File: config.mk
export PLATFORM = sky130hd
export DESIGN_NAME = cic_dec_ctrl
export DESIGN_NICKNAME = d
export VERILOG_FILES = /design/src/rtl/cic_dec_ctrl.sv
export SDC_FILE = /design/constraint.sdc
export NUM_CORES = 1
export LEC_CHECK = 0
export CELL_PAD_IN_SITES_DETAIL_PLACEMENT = 0
export CELL_PAD_IN_SITES_GLOBAL_PLACEMENT = 2
export CORE_MARGIN = 8
export CORE_UTILIZATION = 30
export CTS_BUF_LIST = sky130_fd_sc_hd__clkbuf_4 sky130_fd_sc_hd__clkbuf_8
export CTS_CLUSTER_DIAMETER = 50
export DETAILED_ROUTE_END_ITERATION = 10
export GPL_ROUTABILITY_DRIVEN = 0
export PLACE_DENSITY = 0.8
export SYNTH_ARGS = -nofsm -noshare
export SYNTH_HDL_FRONTEND = slang
export SYNTH_SLANG_ARGS = --single-unit
File: constraint.sdc
create_clock -name clk -period 2.05 [get_ports clk]
set_input_delay 0.205 -clock clk [delete_from_list [all_inputs] [get_ports clk]]
set_output_delay 0.205 -clock clk [all_outputs]
set_load 0.05 [all_outputs]
File: src/rtl/cic_dec_ctrl.sv
// Control sequencer for a CIC decimator: clears the datapath on start, gates the
// integrator and comb sections, suppresses warm-up outputs and flags lost outputs.
module cic_dec_ctrl #(
  parameter int WARMUP = 3,
  parameter int RW     = 8
) (
  input  logic          clk,
  input  logic          rst_n,
  input  logic [RW-1:0] cfg_ratio,
  input  logic          start,
  input  logic          stop,
  input  logic          in_valid,
  input  logic          out_ready,
  output logic          dp_clr,
  output logic          integ_en,
  output logic          comb_en,
  output logic          out_valid,
  output logic          busy,
  output logic          overrun
);

  typedef enum logic [1:0] {S_IDLE, S_CLEAR, S_RUN} state_t;

  localparam int            WW       = (WARMUP < 2) ? 1 : $clog2(WARMUP + 1);
  localparam logic [WW-1:0] WARM_MAX = WW'(WARMUP);
  localparam logic [RW-1:0] R_MIN    = RW'(2);

  state_t        state, state_nxt;
  logic [RW-1:0] r_q;
  logic [RW-1:0] phase;
  logic [WW-1:0] warm_cnt;
  logic          accept;
  logic          warm_done;
  logic          phase_last;

  assign accept     = (state == S_IDLE) && start && !stop;
  assign warm_done  = (warm_cnt == WARM_MAX);
  assign phase_last = (phase == (r_q - RW'(1)));

  // Enables are decoded from the registered state, so asserting rst_n drops them at once.
  assign integ_en = (state == S_RUN) && in_valid && !stop;
  assign comb_en  = integ_en && phase_last;
  assign dp_clr   = (state == S_CLEAR);
  assign busy     = (state != S_IDLE);

  // NOTE: every always_comb output gets a default first so no latch is inferred.
  always_comb begin
    state_nxt = state;
    case (state)
      S_IDLE:  if (start && !stop) state_nxt = S_CLEAR;
      S_CLEAR: state_nxt = S_RUN;
      S_RUN:   if (stop) state_nxt = S_IDLE;
      default: state_nxt = S_IDLE;
    endcase
  end

  // NOTE: sequential state uses non-blocking assignments only, so every register
  // samples the pre-edge values regardless of statement order.
  always_ff @(posedge clk or negedge rst_n) begin
    if (!rst_n) begin
      state     <= S_IDLE;
      r_q       <= R_MIN;
      phase     <= '0;
      warm_cnt  <= '0;
      out_valid <= 1'b0;
      overrun   <= 1'b0;
    end else begin
      state <= state_nxt;
      if (accept) begin
        r_q      <= (cfg_ratio < R_MIN) ? R_MIN : cfg_ratio;
        phase    <= '0;
        warm_cnt <= '0;
        overrun  <= 1'b0;
      end else if ((state == S_RUN) && stop) begin
        phase     <= '0;
        out_valid <= 1'b0;
      end else begin
        if (integ_en) phase <= phase_last ? '0 : phase + RW'(1);
        if (comb_en && !warm_done) warm_cnt <= warm_cnt + WW'(1);
        // A post-warm-up strobe always presents the newest sample; an unconsumed one is lost.
        if (comb_en && warm_done) begin
          out_valid <= 1'b1;
          if (out_valid && !out_ready) overrun <= 1'b1;
        end else if (out_valid && out_ready) begin
          out_valid <= 1'b0;
        end
      end
    end
  end

endmodule

# Yosys cells after proc, flatten, opt, wreduce, memory -nomap -nowiden
# Index checks and enable logic that the tools add are counted.
dict set report word_totals {
  reg_bits 22
  latchBits 0
  mem_bits_rw 0
  rom_bits 0
  wordCells 61
  mem_count 0
}
dict set report classes {
  add_sub_neg 3
  mul 0
  div_mod_pow 0
  order_cmp 1
  n_eq_ne 7
  shifts 0
  n_mux 18
  bitwise 1
  reduce_logical 25
}
# operator n
set ops {}
lappend ops {{$mux W8} 5}
lappend ops {{$logic_and A1 B1 Y1} 11}
lappend ops {{$mux W2} 5}
lappend ops {{$add A8 B1 Y8 const B} 1}
lappend ops {{$eq A8 B8 Y1} 1}
lappend ops {{$lt A8 B2 Y1 const B} 1}
lappend ops {{$reduce_bool A2 Y1} 4}
lappend ops {{$sub A8 B1 Y8 const B} 1}
lappend ops {{$mux W1} 7}
lappend ops {{$pmux W2 S3} 1}
lappend ops {{$reduce_and A2 Y1} 3}
lappend ops {{$reduce_bool A3 Y1} 2}
lappend ops {{$eq A2 B2 Y1 const B} 2}
lappend ops {{$ne A2 B2 Y1 const B} 2}
lappend ops {{$logic_not A1 Y1} 3}
lappend ops {{$reduce_and A3 Y1} 1}
lappend ops {{$add A2 B1 Y2 const B} 1}
lappend ops {{$eq A2 B1 Y1 const B} 1}
lappend ops {{$logic_not A2 Y1} 1}
lappend ops {{$ne A2 B1 Y1 const B} 1}
lappend ops {{$not A1 Y1} 1}

# Logic depth before layout (Yosys ltp)
# Gate-level depths: netlist of run 1.
dict set report depth {
  ltp_word 8
  depth_mapped 8
  depth_no_buf 8
}

# Worst setup path after synthesis of run 1
# No wires, ideal clock.
dict set report synth_timing {
  kind {register to register}
  start {reg r_q[1]}
  end {reg out_valid}
  setup_ps 67
  t_arrival_ps 2489
  t_required_ps 1983
  slack_ps -507
  stages_incl_launch_ff 9
  n_path_buf 0
  cell_sequence {dfstp_2 inv_1 ha_1 xor2_1 o211ai_1 a211oi_2 nand4_2 nor2_1 a22o_1}
}
dict set report synth_between {
  elab_chain_len 6
}
# element line_no
set synth_lines {}
lappend synth_lines {{from (decl)} 29} ;# logic [RW-1:0] r_q;
lappend synth_lines {{from (signal assigned)} 70} ;# r_q <= (cfg_ratio < R_MIN) ? R_MIN : cfg_ratio;
lappend synth_lines {{$sub A8 B1 Y8 (*)} 38} ;# assign phase_last = (phase == (r_q - RW'(1)));
lappend synth_lines {{$eq A8 B8 Y1 (*)} 38}
lappend synth_lines {{$logic_and A1 B1 Y1 (*)} 42} ;# assign comb_en = integ_en && phase_last;
lappend synth_lines {{via comb_en} 16} ;# output logic comb_en,
lappend synth_lines {{$logic_and A1 B1 Y1 (*)} 81} ;# if (comb_en && warm_done) begin
lappend synth_lines {{$reduce_bool A3 Y1 (no line) or $mux W1 (tied branches)} n/a}
lappend synth_lines {{$reduce_and A2 Y1 (no line) or $mux W1 (tied branches)} n/a}
lappend synth_lines {{to (signal assigned)} 76} ;# out_valid <= 1'b0;
lappend synth_lines {{to (signal assigned)} 82} ;# out_valid <= 1'b1;
lappend synth_lines {{to (signal assigned)} 85} ;# out_valid <= 1'b0;
lappend synth_lines {{to (decl)} 17} ;# output logic out_valid,
# The timed path passes the listed nets; every way through them passes the cells marked *.
# A chain may end at the register's enable or synchronous reset.

# Final worst setup path of run 1
dict set report layout_timing {
  start {reg r_q[1]}
  end {out comb_en}
}
dict set report layout_between {
  elab_chain_len 3
}
# element line_no
set layout_lines {}
lappend layout_lines {{$sub A8 B1 Y8} 38}
lappend layout_lines {{$eq A8 B8 Y1} 38}
lappend layout_lines {{$logic_and A1 B1 Y1} 42}
lappend layout_lines {{to (decl)} 16}
# No other way between the ends.

==> results of run 1 <==
[final timing paths]
path,from,to,slack [ns]
setup / recovery,r_q[1]$_DFFE_PN1P_,comb_en,-0.24
hold / removal,rst_n,state[1]$_DFFE_PN0P_,0.29
setup reg to reg,r_q[1]$_DFFE_PN1P_,warm_cnt[1]$_DFFE_PN0P_,-0.21
hold reg to reg,warm_cnt[0]$_DFFE_PN0P_,warm_cnt[0]$_DFFE_PN0P_,0.48
max in group asynchronous,rst_n,r_q[1]$_DFFE_PN1P_,1.47
min in group clk,warm_cnt[0]$_DFFE_PN0P_,warm_cnt[0]$_DFFE_PN0P_,0.48
[worst max-delay path, stage by stage, from the launching register on]
cell	delay [ns]
dfstp_2	0.55
inv_2	0.05
ha_4	0.25
xor2_1	0.14
o211ai_1	0.11
a211oi_2	0.23
nand4_2	0.18
nor2_4	0.15
buf_12	0.15
[synth_stat cells, drive strengths merged (2+ instances only)]
cell	number
a21o	2
a21oi	4
a22o	3
dfrtp	21
ha	3
inv	7
mux2i	3
nand2	31
nand3	8
nand3b	2
nand4	5
nor2	8
nor2b	3
nor3	3
o21ai	5
o22ai	2
o311ai	3
or2	3
xnor2	5
xor2	5
[registers in the layout, indices dropped and copies added (netlist names)]
signal / count
phase: 8
r_q: 8
state: 2
warm_cnt: 2
out_valid: 1
overrun: 1
[power groups by stage]
stage	sequential (W)	clock (W)	combinational, W
floorplan	0.000549	0	0.000257
global placement	0.000563	0	0.000360
detailed placement	0.000567	0	0.000371
CTS	0.000557	0.000330	0.000397
global route	0.000566	0.000354	0.000448
finish	0.000558	0.000317	0.000408
[kinds of logic after synthesis]
kind of cell	after synthesis	synth area share, %
adder cells (fa/ha/maj)	3	2.91
XOR/XNOR	10	6.79
flip-flops	22	42.8
buffers and inverters	10	3.01
AND/OR/NAND/NOR	68	26.9
AO/OA/AOI/OAI	26	15.3
multiplexers	3	2.33
[per-layer routing]
layer / wire (um) / GRT usage (%) / up-vias / part of all wire [%]
met3: 53 / 1.42 / 6 / 1.6
met1: 1570 / 12.2 / 544 / 48
li1: - / - / 571 / -
met4: 72 / 5.26 / 0 / 2.2
met5: 0 / 0 / - / 0
met2: 1570 / 17.4 / 12 / 48
[through the flow]
step	worst slack (ns)	total power, W
after floorplan	0.00504	0.000806
after global placement	0.0439	0.000923
after detailed placement	-0.0341	0.000938
after CTS	-0.284	0.00128
after global routing	-0.342	0.00137
final	-0.244	0.00128
[timing repair]
| action | CTS | global route |
|---|---|---|
| pin swaps | 3 | 1 |
| endpoints found under the setup margin | 11 | 13 |
| gates resized for setup | 3 | 2 |
| setup buffers | 3 | 3 |
[final cells by class]
type	instances	area (um2)
clock buffers	4	55.1
fillers	428	2480
inverters	8	30.0
multi-input cells	110	733
flip-flops and latches	22	552
well taps	52	65.1
repair buffers	32	315
==> qor.csv, run 1 <==
stage;metric;value;unit
placed_design;Placed Cells;218;
timing;final setup fails;12;
critical_path;crit path max fanout;2;
finish;Finished Cell Area;1750;um2
run;Max Cap Viol;0;
floorplanning;die height;81.6;um
power;Reg power frac;43.5;%
power;Switch Pwr;0.000431;W
synth;Yosys warning count;0;
finish;fraction of layout cells with a size suffix above 1;18.2;%
clock_tree;CTS buffer count;3;
route;via/cell ratio;4.97;
floorplanning;Initial Utilization;30.5;%
route;drt drc;0;
finish;Layout Cells excl Fill;228;
clock_tree;hold_buf cts;0;
route;Routed WL per cell;14.3;um
timing;Worst-Margin Slew;0.525;ns
global_routing;number of global-route vias before repair;1147;
synth;Netlist cell types;41;
hold_path;HP Class;in2async;
power;PwrDens;733;nW/um2
clock_tree;clock root buffer;clkbuf_8;
placed_design;HPWL after DPL;2400;um
timing;worst rel slew slack;64.9;%
finish;final core occ;41.3;%
power;Comb pwr share;31.8;%
synth;Yosys reg bits;22;
critical_path;CP Class;reg2out;
critical_path;Setup crit end kind;output pin;
critical_path;Worst EP arrival;2.09;ns
critical_path;WP data required;1.85;ns
synth;Seq/Total Area, Yosys;42.8;%
power;Pint;0.000852;W
synth;Post-synth ARST share;100;%
floorplanning;num ports;20;
outcome;violated checks;negative setup slack;
clock_tree;H-Tree Depth;1;
route;Iter 0 DRT Violations;85;
floorplanning;die width;81.6;um
timing;Setup Skew;0.00332;ns
placed_design;port bufs;19;
clock_tree;clk_lat worst skew;0.26;ns
critical_path;reg2reg path depth;10;
placed_design;Placement Cell Area;1630;um2
synth;Syn Area/Cell;9.08;um2
synth;Synth area leader;dfrtp_1;
timing;Slew Limit Fails;0;
timing;period utilisation layout;112;%
synth;syn_nets;159;
route;final antenna-violating net count;0;
power;power share of the clock group;24.7;%
timing;minimum clock period;2.29;ns
power;Lkg Pwr;0.762;nW
synth;synthesized cell area;1290;um2
clock_tree;Max clock buf depth;2;
synth;Mapped Cells;142;
timing;setup_tns;-1.85;ns
floorplanning;row count;24;
floorplanning;die area;6650;um2
route;first-pass iteration count of the detailed router;4;
timing;Max Clk Rate;436;MHz
global_routing;first-pass GRT wire length;5210;um
route;WL final;3260;um
finish;most common cell after layout, fill and taps aside;nand2_1;
power;Peak VDD IR;0.317;mV
finish;n_diodes;0;
finish;Final nets;194;
power;Sw Ratio;33.6;%
floorplanning;core area;4230;um2
clock_tree;TritonCTS clock tree;built;
global_routing;GRT Total Usage;10.2;%
synth;Post-synth EDFFs;0;
timing;Hold Fails Final Rpt;0;
critical_path;CP startpoint kind;flop;
outcome;status;finished, violations left;
finish;area growth from synthesis to final layout;35.7;%
global_routing;gr ovfl total;0;
clock_tree;clock sink total;22;
synth;top cell type's share of synthesized area;40.7;%
finish;most frequent cells in the layout;nand2_1 (30), dfrtp_1 (21), clkdlybuf4s50_1 (17), buf_4 (11), nand3_1 (8);
global_routing;largest net degree at the start of global routing;23;
synth;prevailing post-synth register cell;dfrtp_1;
timing;Worst Slack Setup Final;-0.244;ns
synth;dominant cells by area after synthesis;dfrtp_1 (41%), nand2_1 (9.0%), xnor2_1 (3.4%);
clock_tree;clk slew on worst S/H paths;0.08;ns
route;DR vias;1133;
timing;Hold WS;0.291;ns
global_routing;initial antenna violation count;0;
timing;unrepaired setup endpoints after global routing;yes;
Power figures use the tool's default switching activity.
==> inputs of run 2 (changes only) <==
- MAX_ROUTING_LAYER: unset -> met4
- PLACE_DENSITY: 0.8 -> 0.82
- SLEW_MARGIN: unset -> 20
==> qor.csv, run 2 (synthesized netlist as in run 1, its figures left out) <==
stage;metric;value;unit;change
outcome;status;finished, violations left;;
outcome;violated checks;negative setup slack;;
finish;biggest registers after layout;phase: 8 flops, r_q: 8 flops;;
route;WL final;3130;um;-4.1%
clock_tree;H-Tree Depth;1;;unchanged
power;total power;0.00132;W;+2.9%
finish;Final nets;196;;+1.0%
timing;Worst-Margin Slew;0.492;ns;-0.0332 ns
timing;unrepaired setup endpoints after global routing;yes;;
finish;Filler Cells Inserted;404;;-5.6%
timing;period utilisation layout;109;%;-3.3 points
hold_path;HP Class;in2async;;
floorplanning;die width;81.6;um;unchanged
placed_design;port bufs;19;;unchanged
timing;Max Clk Rate;449;MHz;+3.0%
clock_tree;Max clock buf depth;2;;unchanged
route;Routed WL per cell;13.6;um;-5.0%
floorplanning;die height;81.6;um;unchanged
timing;worst rel slew slack;66.8;%;+1.9 points
power;Lkg Pwr;0.778;nW;+2.0%
critical_path;WP data required;1.85;ns;about the same
critical_path;reg2reg path depth;10;;unchanged
global_routing;gr ovfl total;0;;unchanged
power;PwrDens;735;nW/um2;+0.18%
global_routing;number of global-route vias before repair;1185;;+3.3%
floorplanning;die area;6650;um2;unchanged
run;Max Cap Viol;0;;unchanged
timing;Slew Limit Fails;0;;unchanged
power;Peak VDD IR;0.291;mV;-8.2%
route;drt drc;0;;unchanged
clock_tree;clk_lat worst skew;0.27;ns;about the same
global_routing;initial antenna violation count;0;;unchanged
route;DR vias;1140;;+0.62%
critical_path;Worst EP arrival;2.02;ns;-0.07 ns
timing;Setup Skew;0.00233;ns;-0.000990 ns
critical_path;Setup crit end kind;output pin;;
floorplanning;core area;4230;um2;unchanged
route;first-pass iteration count of the detailed router;4;;unchanged
finish;Layout Cells excl Fill;230;;+0.88%
placed_design;Placement Cell Area;1630;um2;unchanged
floorplanning;num ports;20;;unchanged
timing;Worst Slack Setup Final;-0.176;ns;+0.0677 ns
route;via/cell ratio;4.96;;-0.26%
route;Iter 0 DRT Violations;42;;-51%
global_routing;first-pass GRT wire length;5410;um;+3.8%
timing;final setup fails;6;;-6
floorplanning;Initial Utilization;30.5;%;unchanged
timing;setup_tns;-0.495;ns;+1.36 ns
placed_design;Placed Cells;218;;unchanged
finish;fraction of layout cells with a size suffix above 1;21.9;%;+3.7 points
clock_tree;TritonCTS clock tree;built;;
finish;most common cell after layout, fill and taps aside;nand2_1;;
global_routing;largest net degree at the start of global routing;23;;unchanged
placed_design;HPWL after DPL;2320;um;-3.4%
critical_path;CP startpoint kind;flop;;
critical_path;CP Class;reg2out;;
timing;minimum clock period;2.23;ns;-0.0677 ns
timing;Hold Fails Final Rpt;0;;unchanged
clock_tree;clock root buffer;clkbuf_8;;
finish;n_diodes;0;;unchanged
route;final antenna-violating net count;0;;unchanged
global_routing;GRT Total Usage;10.6;%;+0.37 points
clock_tree;CTS buffer count;3;;unchanged
finish;Finished Cell Area;1800;um2;+2.7%
clock_tree;clock sink total;22;;unchanged
finish;area growth from synthesis to final layout;39.4;%;
floorplanning;row count;24;;unchanged
clock_tree;clk slew on worst S/H paths;0.08;ns;about the same
finish;most frequent cells in the layout;nand2_1 (30), dfrtp_1 (21), clkdlybuf4s50_1 (17), buf_4 (14), nand3_1 (8);;
critical_path;crit path max fanout;2;;unchanged
run 2: routing by layer:
layer | part of all wire (%) | global-route usage, % | up-vias | wire length [um]
met3 | 1.6 | 1.64 | 5 | 50
li1 | - | - | 573 | -
met4 | 1.6 | 4.39 | 0 | 50
met5 | 0 | - | - | 0
met2 | 49 | 17.5 | 11 | 1550
met1 | 47 | 12.5 | 551 | 1480
run 2: final timing paths:
kind,start,slack [ns],end
worst max-delay path,r_q[1]$_DFFE_PN1P_,-0.18,comb_en
worst min-delay path,rst_n,0.29,state[1]$_DFFE_PN0P_
worst max register to register,r_q[1]$_DFFE_PN1P_,-0.11,warm_cnt[1]$_DFFE_PN0P_
worst min register to register,warm_cnt[0]$_DFFE_PN0P_,0.50,warm_cnt[0]$_DFFE_PN0P_
max in group asynchronous,rst_n,1.48,r_q[1]$_DFFE_PN1P_
min in group clk,cfg_ratio[2],0.48,r_q[2]$_DFFE_PN0P_
run 2: through the flow:
step | worst slack, ns | util (%) | hold WS (ns)
after floorplan | 0.00504 | - | -0.0906
after global placement | 0.0366 | 38.5 | 0.468
after detailed placement | -0.0211 | 38.5 | 0.484
after CTS | -0.253 | 41.3 | 0.300
after global routing | -0.287 | 42.5 | 0.321
final | -0.176 | 42.5 | 0.289
run 2: worst max-delay path, cell delays in order, from the launching register on:
cell and delay (ns):
dfstp_2 0.55, inv_2 0.05, ha_4 0.25, xor2_1 0.14, o211ai_1 0.11, a211oi_2 0.21, nand4_2 0.16, nor2_4 0.15
buf_12 0.15
run 2: final cells by class:
| type | count | area [um2] | area share (%) |
|---|---|---|---|
| clock buffers | 4 | 55.1 | 3.06 |
| inverters | 8 | 30.0 | 1.67 |
| multi-input cells | 110 | 769 | 42.8 |
| flip-flops and latches | 22 | 552 | 30.7 |
| well taps | 52 | 65.1 | 3.62 |
| repair buffers | 34 | 327 | 18.2 |
run 2: repair_timing:
action / CTS / global route
pin swaps: 4 / 5
gates resized for setup: 5 / 6
endpoints found under the setup margin: 3 / 13
hold buffers: 0 / 0
buffers inserted: 6 / 2
run 2: where the power goes:
group	total, W	internal [W]	switching (W)
clock	0.000324	0.000172	0.000152
sequential	0.000557	0.000485	0.0000718
combinational	0.000440	0.000212	0.000228
